File: src/rtl/pp_gen_pipe.sv
// rtl/pp_gen_pipe.sv - two-stage partial-product generator for a 12x12 multiplier
//
// Ports:
//   clk, rst                   clock, synchronous active-high reset
//   in_valid/in_ready          operand handshake; in_a, in_b two's complement, in_tag sideband
//   out_valid/out_ready        result handshake to the compressor/adder stage
//   out_pp                     12 rows x 12 bits, row i = out_pp[12*i +: 12], bit j weight 2^(i+j)
//   out_tag, out_zero          passed-through tag, flag for a zero operand
//   busy                       any stage holds a valid entry
module pp_gen_pipe #(
    parameter int TAG_W  = 4,
    parameter bit BW_INV = 1'b1
) (
    input  logic             clk,
    input  logic             rst,
    input  logic             in_valid,
    output logic             in_ready,
    input  logic [11:0]      in_a,
    input  logic [11:0]      in_b,
    input  logic [TAG_W-1:0] in_tag,
    output logic             out_valid,
    input  logic             out_ready,
    output logic [143:0]     out_pp,
    output logic [TAG_W-1:0] out_tag,
    output logic             out_zero,
    output logic             busy
);
    localparam int N = 12;

    logic             s1_v;
    logic [N-1:0]     s1_a;
    logic [N-1:0]     s1_b;
    logic [TAG_W-1:0] s1_tag;

    logic             s2_v;
    logic [N*N-1:0]   s2_pp;
    logic [TAG_W-1:0] s2_tag;
    logic             s2_zero;

    logic             s2_free;
    logic             s1_adv;
    logic             in_fire;
    logic [N*N-1:0]   pp_next;
    logic             zero_next;

    assign s2_free  = !s2_v || out_ready;
    assign s1_adv   = s1_v && s2_free;
    // Held high through reset so the upstream never sees a stall; anything
    // offered while rst is high is simply not captured.
    assign in_ready = rst || !s1_v || s2_free;
    assign in_fire  = in_valid && in_ready;

    // Baugh-Wooley: the sign row and sign column are complemented except the
    // corner bit; the correction constants are added downstream.
    always_comb begin
        pp_next = '0;
        for (int i = 0; i < N; i++) begin
            for (int j = 0; j < N; j++) begin
                pp_next[N*i+j] = s1_a[j] & s1_b[i];
                if (BW_INV && ((i == N-1) != (j == N-1))) begin
                    pp_next[N*i+j] = ~(s1_a[j] & s1_b[i]);
                end
            end
        end
    end

    assign zero_next = (s1_a == '0) || (s1_b == '0);

    always_ff @(posedge clk) begin
        if (rst) begin
            s1_v   <= 1'b0;
            s1_a   <= '0;
            s1_b   <= '0;
            s1_tag <= '0;
        end else begin
            if (in_fire) begin
                s1_v   <= 1'b1;
                s1_a   <= in_a;
                s1_b   <= in_b;
                s1_tag <= in_tag;
            end else if (s1_adv) begin
                s1_v <= 1'b0;
            end
        end
    end

    always_ff @(posedge clk) begin
        if (rst) begin
            s2_v    <= 1'b0;
            s2_pp   <= '0;
            s2_tag  <= '0;
            s2_zero <= 1'b0;
        end else begin
            if (s1_adv) begin
                s2_v    <= 1'b1;
                s2_pp   <= pp_next;
                s2_tag  <= s1_tag;
                s2_zero <= zero_next;
            end else if (out_ready) begin
                s2_v <= 1'b0;
            end
        end
    end

    assign out_valid = s2_v;
    assign out_pp    = s2_pp;
    assign out_tag   = s2_tag;
    assign out_zero  = s2_zero;
    assign busy      = s1_v || s2_v;
endmodule

File: config.mk
export PLATFORM = sky130hd
export DESIGN_NAME = pp_gen_pipe
export DESIGN_NICKNAME = d
export VERILOG_FILES = /design/src/rtl/pp_gen_pipe.sv
export SDC_FILE = /design/constraint.sdc
export NUM_CORES = 1
export LEC_CHECK = 0
export BUFFER_PORTS_ARGS = -buffer_cell sky130_fd_sc_hd__buf_2
export CAP_MARGIN = 30
export CORE_AREA = 4 4 124 126
export DETAILED_ROUTE_END_ITERATION = 8
export DIE_AREA = 0 0 128 130
export GPL_ROUTABILITY_DRIVEN = 1
export PLACE_DENSITY = 0.72
export SETUP_SLACK_MARGIN = 0.4
export SLEW_MARGIN = 25
export SYNTH_ARGS = -nofsm -noshare
export SYNTH_HDL_FRONTEND = slang
export SYNTH_SLANG_ARGS = --single-unit
File: constraint.sdc
create_clock -name clk -period 3.6 [get_ports clk]
set_clock_uncertainty 0.05 [all_clocks]
set_input_delay 0.18 -clock clk [delete_from_list [all_inputs] [get_ports clk]]
set_output_delay 0.18 -clock clk [all_outputs]
set_load 0.005 [all_outputs]
==> results.json <==
{
  "run_status": "finished clean",
  "worst-endpoint-arrival_ns": 2.31,
  "p_sw_share_pct": 24.9,
  "critPathKind": "reg -> out",
  "timing.final.crit_period_ns": 2.54,
  "power.share.sequential_pct": 50.0,
  "share_of_layout_cells_above_drive_strength_1_pct": 24.0,
  "all_layer_gr_usage_pct": 27.6,
  "ctsResizeCount": 0,
  "total_cts_buffers": 17,
  "cts.root.buffer_cell": "sky130_fd_sc_hd__clkbuf_16",
  "power_mw": 4.27,
  "viasPerCell": 6.21,
  "finalSetupTns_ns": 0,
  "endpoint_type_of_the_worst_setup_path": "primary output",
  "cp.required_ns": 3.37,
  "slew_hr_pct": 33.9,
  "grt_start_max_net_pins": 98,
  "slew_violations": 0,
  "htree_num_levels": 4,
  "maxClockFrequency_mhz": 394,
  "initial_utilization_pct": 48.9,
  "commonest_cells_after_routing_fill_and_taps_aside": "182 x sky130_fd_sc_hd__buf_2, 178 x sky130_fd_sc_hd__a21oi_1, 178 x sky130_fd_sc_hd__dfxtp_1",
  "worst_hold_path_type": "in -> reg",
  "final_design_area_no_fill_sq_um": 8640,
  "final-setup-viol-count": 0,
  "insertedDiodeCount": 0,
  "final_min_period_over_clock_period_pct": 70.5,
  "synth-seq-cells": 179,
  "hold_viol_final": 0,
  "grt-ovfl-total": 0,
  "synthesis.area_sq_um": 6990,
  "drcViolationCount": 0,
  "chipHeight_um": 130,
  "syn_inst": 825,
  "power-per-cell-area_nw_per_um2": 495,
  "clockBufferDepth": 2,
  "synth_top_family_by_area": "compound AO/OA/AOI/OAI gates",
  "share_comb_of_total_power_pct": 6.9,
  "totalWireLength_um": 23300,
  "gpl.final_weighted_congestion": 0.743,
  "synth_seq_area_share_pct": 51.2,
  "place_area_sq_um": 7780,
  "clk_pin_slew_worst_paths_ns": 0.06,
  "leakagePower_nw": 3.32,
  "start_kind": "register",
  "dieArea_sq_um": 16600,
  "final_common_cell": "sky130_fd_sc_hd__buf_2",
  "synth_simple_gate_area_share_pct": 14.4,
  "max_cap_viol": 0,
  "synth_xor_xnor_area_share_pct": 0,
  "clkPwrFrac_pct": 43.1,
  "internal_power_mw": 3.21,
  "synth_nets": 857,
  "synthesis.area_per_instance_sq_um": 8.48,
  "timing.critical_path.fanout_max": 30,
  "distinct_cell_type_count_after_synthesis": 20,
  "post-dp-hpwl_um": 13200,
  "fp-row-count": 44,
  "max_slew.worst_pin.slew_ns": 0.990,
  "final_net_count": 978,
  "area_growth_syn_to_layout_pct": 23.5,
  "global_route_wire_length_before_repair_um": 36200,
  "final_core_util_pct": 60.4,
  "core_area_sq_um": 14300,
  "synth_compound_area_share_pct": 26.7,
  "p_sw_mw": 1.06,
  "synth_fa_ha_area_share_pct": 0,
  "detail_route.first_pass.iterations": 5,
  "unrepaired_setup_endpoints_after_global_routing": "false",
  "clock_sinks": 179,
  "port_buffers": 183,
  "vias": 7100,
  "clk-insertion-delay-late_ns": 0.43,
  "die_width_um": 128,
  "avgRoutedWirePerCell_um": 20.4,
  "synth.yosys.warnings": 0,
  "cts_tree": "yes",
  "vdd_drop_max_v": 0.000354,
  "top_level_ports": 184,
  "post_synth_mux_area_share_pct": 0,
  "detailedRoute.firstIterationViolations": 855,
  "antenna_found_initial": 0,
  "detail-route-antenna-nets": 0,
  "grt_pass1_vias": 6532
}
==> kinds of logic (layout without fill, tap and decap cells) <==
| group | count (synthesis) | after routing |
|---|---|---|
| AO/OA/AOI/OAI | 356 | 356 |
| flip-flops | 179 | 179 |
| AND/OR/NAND/NOR | 167 | 167 |
| buffers and inverters | 123 | 257 |
==> synthesized netlist by cell type <==
| cell | number | area [sq um] |
|---|---|---|
| sky130_fd_sc_hd__nor4_1 | 6 | 37.5 |
| sky130_fd_sc_hd__dfxtp_1 | 179 | 3580 |
| sky130_fd_sc_hd__o21ai_1 | 29 | 145 |
| sky130_fd_sc_hd__o21ai_0 | 126 | 631 |
| sky130_fd_sc_hd__and4bb_1 | 1 | 12.5 |
| sky130_fd_sc_hd__nand4_1 | 122 | 763 |
| sky130_fd_sc_hd__buf_6 | 2 | 22.5 |
| sky130_fd_sc_hd__a311oi_1 | 23 | 201 |
| sky130_fd_sc_hd__nor2_2 | 1 | 6.26 |
| sky130_fd_sc_hd__buf_2 | 34 | 170 |
| sky130_fd_sc_hd__inv_2 | 2 | 7.51 |
| sky130_fd_sc_hd__inv_1 | 1 | 3.75 |
| sky130_fd_sc_hd__nand2b_1 | 1 | 6.26 |
| sky130_fd_sc_hd__buf_1 | 3 | 11.3 |
| sky130_fd_sc_hd__nor2b_1 | 1 | 6.26 |
| sky130_fd_sc_hd__buf_4 | 4 | 30.0 |
| sky130_fd_sc_hd__clkbuf_1 | 77 | 289 |
| sky130_fd_sc_hd__or2_2 | 1 | 6.26 |
| sky130_fd_sc_hd__nand3_1 | 34 | 170 |
| sky130_fd_sc_hd__a21oi_1 | 178 | 891 |
==> metrics by stage <==
stage	instances	setup WS, ns	hold WS, ns
final	1143	1.06	0.116
after global routing	1143	0.954	0.158
after CTS	1143	1.08	0.124
after detailed placement	1083	1.31	0.391
after global placement	1081	1.31	0.385
after floorplan	825	2.32	0.278
==> path summary, 6_finish.rpt <==
kind,from,end,slack (ns),cells after the start
max,s1_v$_SDFFE_PP0P_,in_ready,1.06,4
min,rst,s1_tag[3]$_SDFFE_PP0P_,0.12,2
max reg2reg,s1_v$_SDFFE_PP0P_,s1_tag[0]$_SDFFE_PP0P_,1.50,5
min reg2reg,out_pp[16]$_SDFFE_PP0P_,out_pp[16]$_SDFFE_PP0P_,0.42,2
==> routing by layer <==
metal / routed length, um / GRT usage (%) / vias to the layer above
met5: 0 / 0 / -
li1: - / - / 3329
met1: 9820 / 37.6 / 3398
met3: 1820 / 6.26 / 58
met4: 705 / 11.0 / 0
met2: 11000 / 42.6 / 315
==> state kept, by name, summed over array words and instances, names as in the netlist <==
name	count
s1_b	12
out_zero	1
s1_a	12
out_valid	1
s1_v	1
out_pp	144
out_tag	4
s1_tag	4
==> what timing repair did <==
| action | 4_1_cts | 5_1_grt |
|---|---|---|
| hold buffers | 28 | 0 |
| setup endpoints to repair | 0 | 0 |
| buffers inserted | 0 | 0 |
| endpoints found under the hold margin | 28 | 0 |
==> layout make-up <==
cell class | instances | area (sq um)
multi-input cells | 523 | 2890
repair buffers | 222 | 1340
fillers | 1282 | 5670
flip-flops and latches | 179 | 3590
clock inverters | 9 | 104
clock buffers | 23 | 478
inverters | 3 | 12.5
well taps | 184 | 230
==> power groups by stage <==
stage | sequential, mW | combinational [mW] | clock, mW
6_report | 2.14 | 0.294 | 1.84
5_1_grt | 2.14 | 0.324 | 1.95
4_1_cts | 2.13 | 0.292 | 1.86
3_5_place_dp | 2.17 | 0.268 | 0
3_3_place_gp | 2.18 | 0.258 | 0
2_1_floorplan | 2.10 | 0.211 | 0
==> critical path: stages, from the launching register on <==
cell and delay [ns]:
sky130_fd_sc_hd__dfxtp_4 0.43, sky130_fd_sc_hd__and4bb_1 0.23, sky130_fd_sc_hd__buf_4 0.22, sky130_fd_sc_hd__inv_1 0.73, sky130_fd_sc_hd__buf_2 0.25
Note: power is estimated with default switching activity, not from simulation.
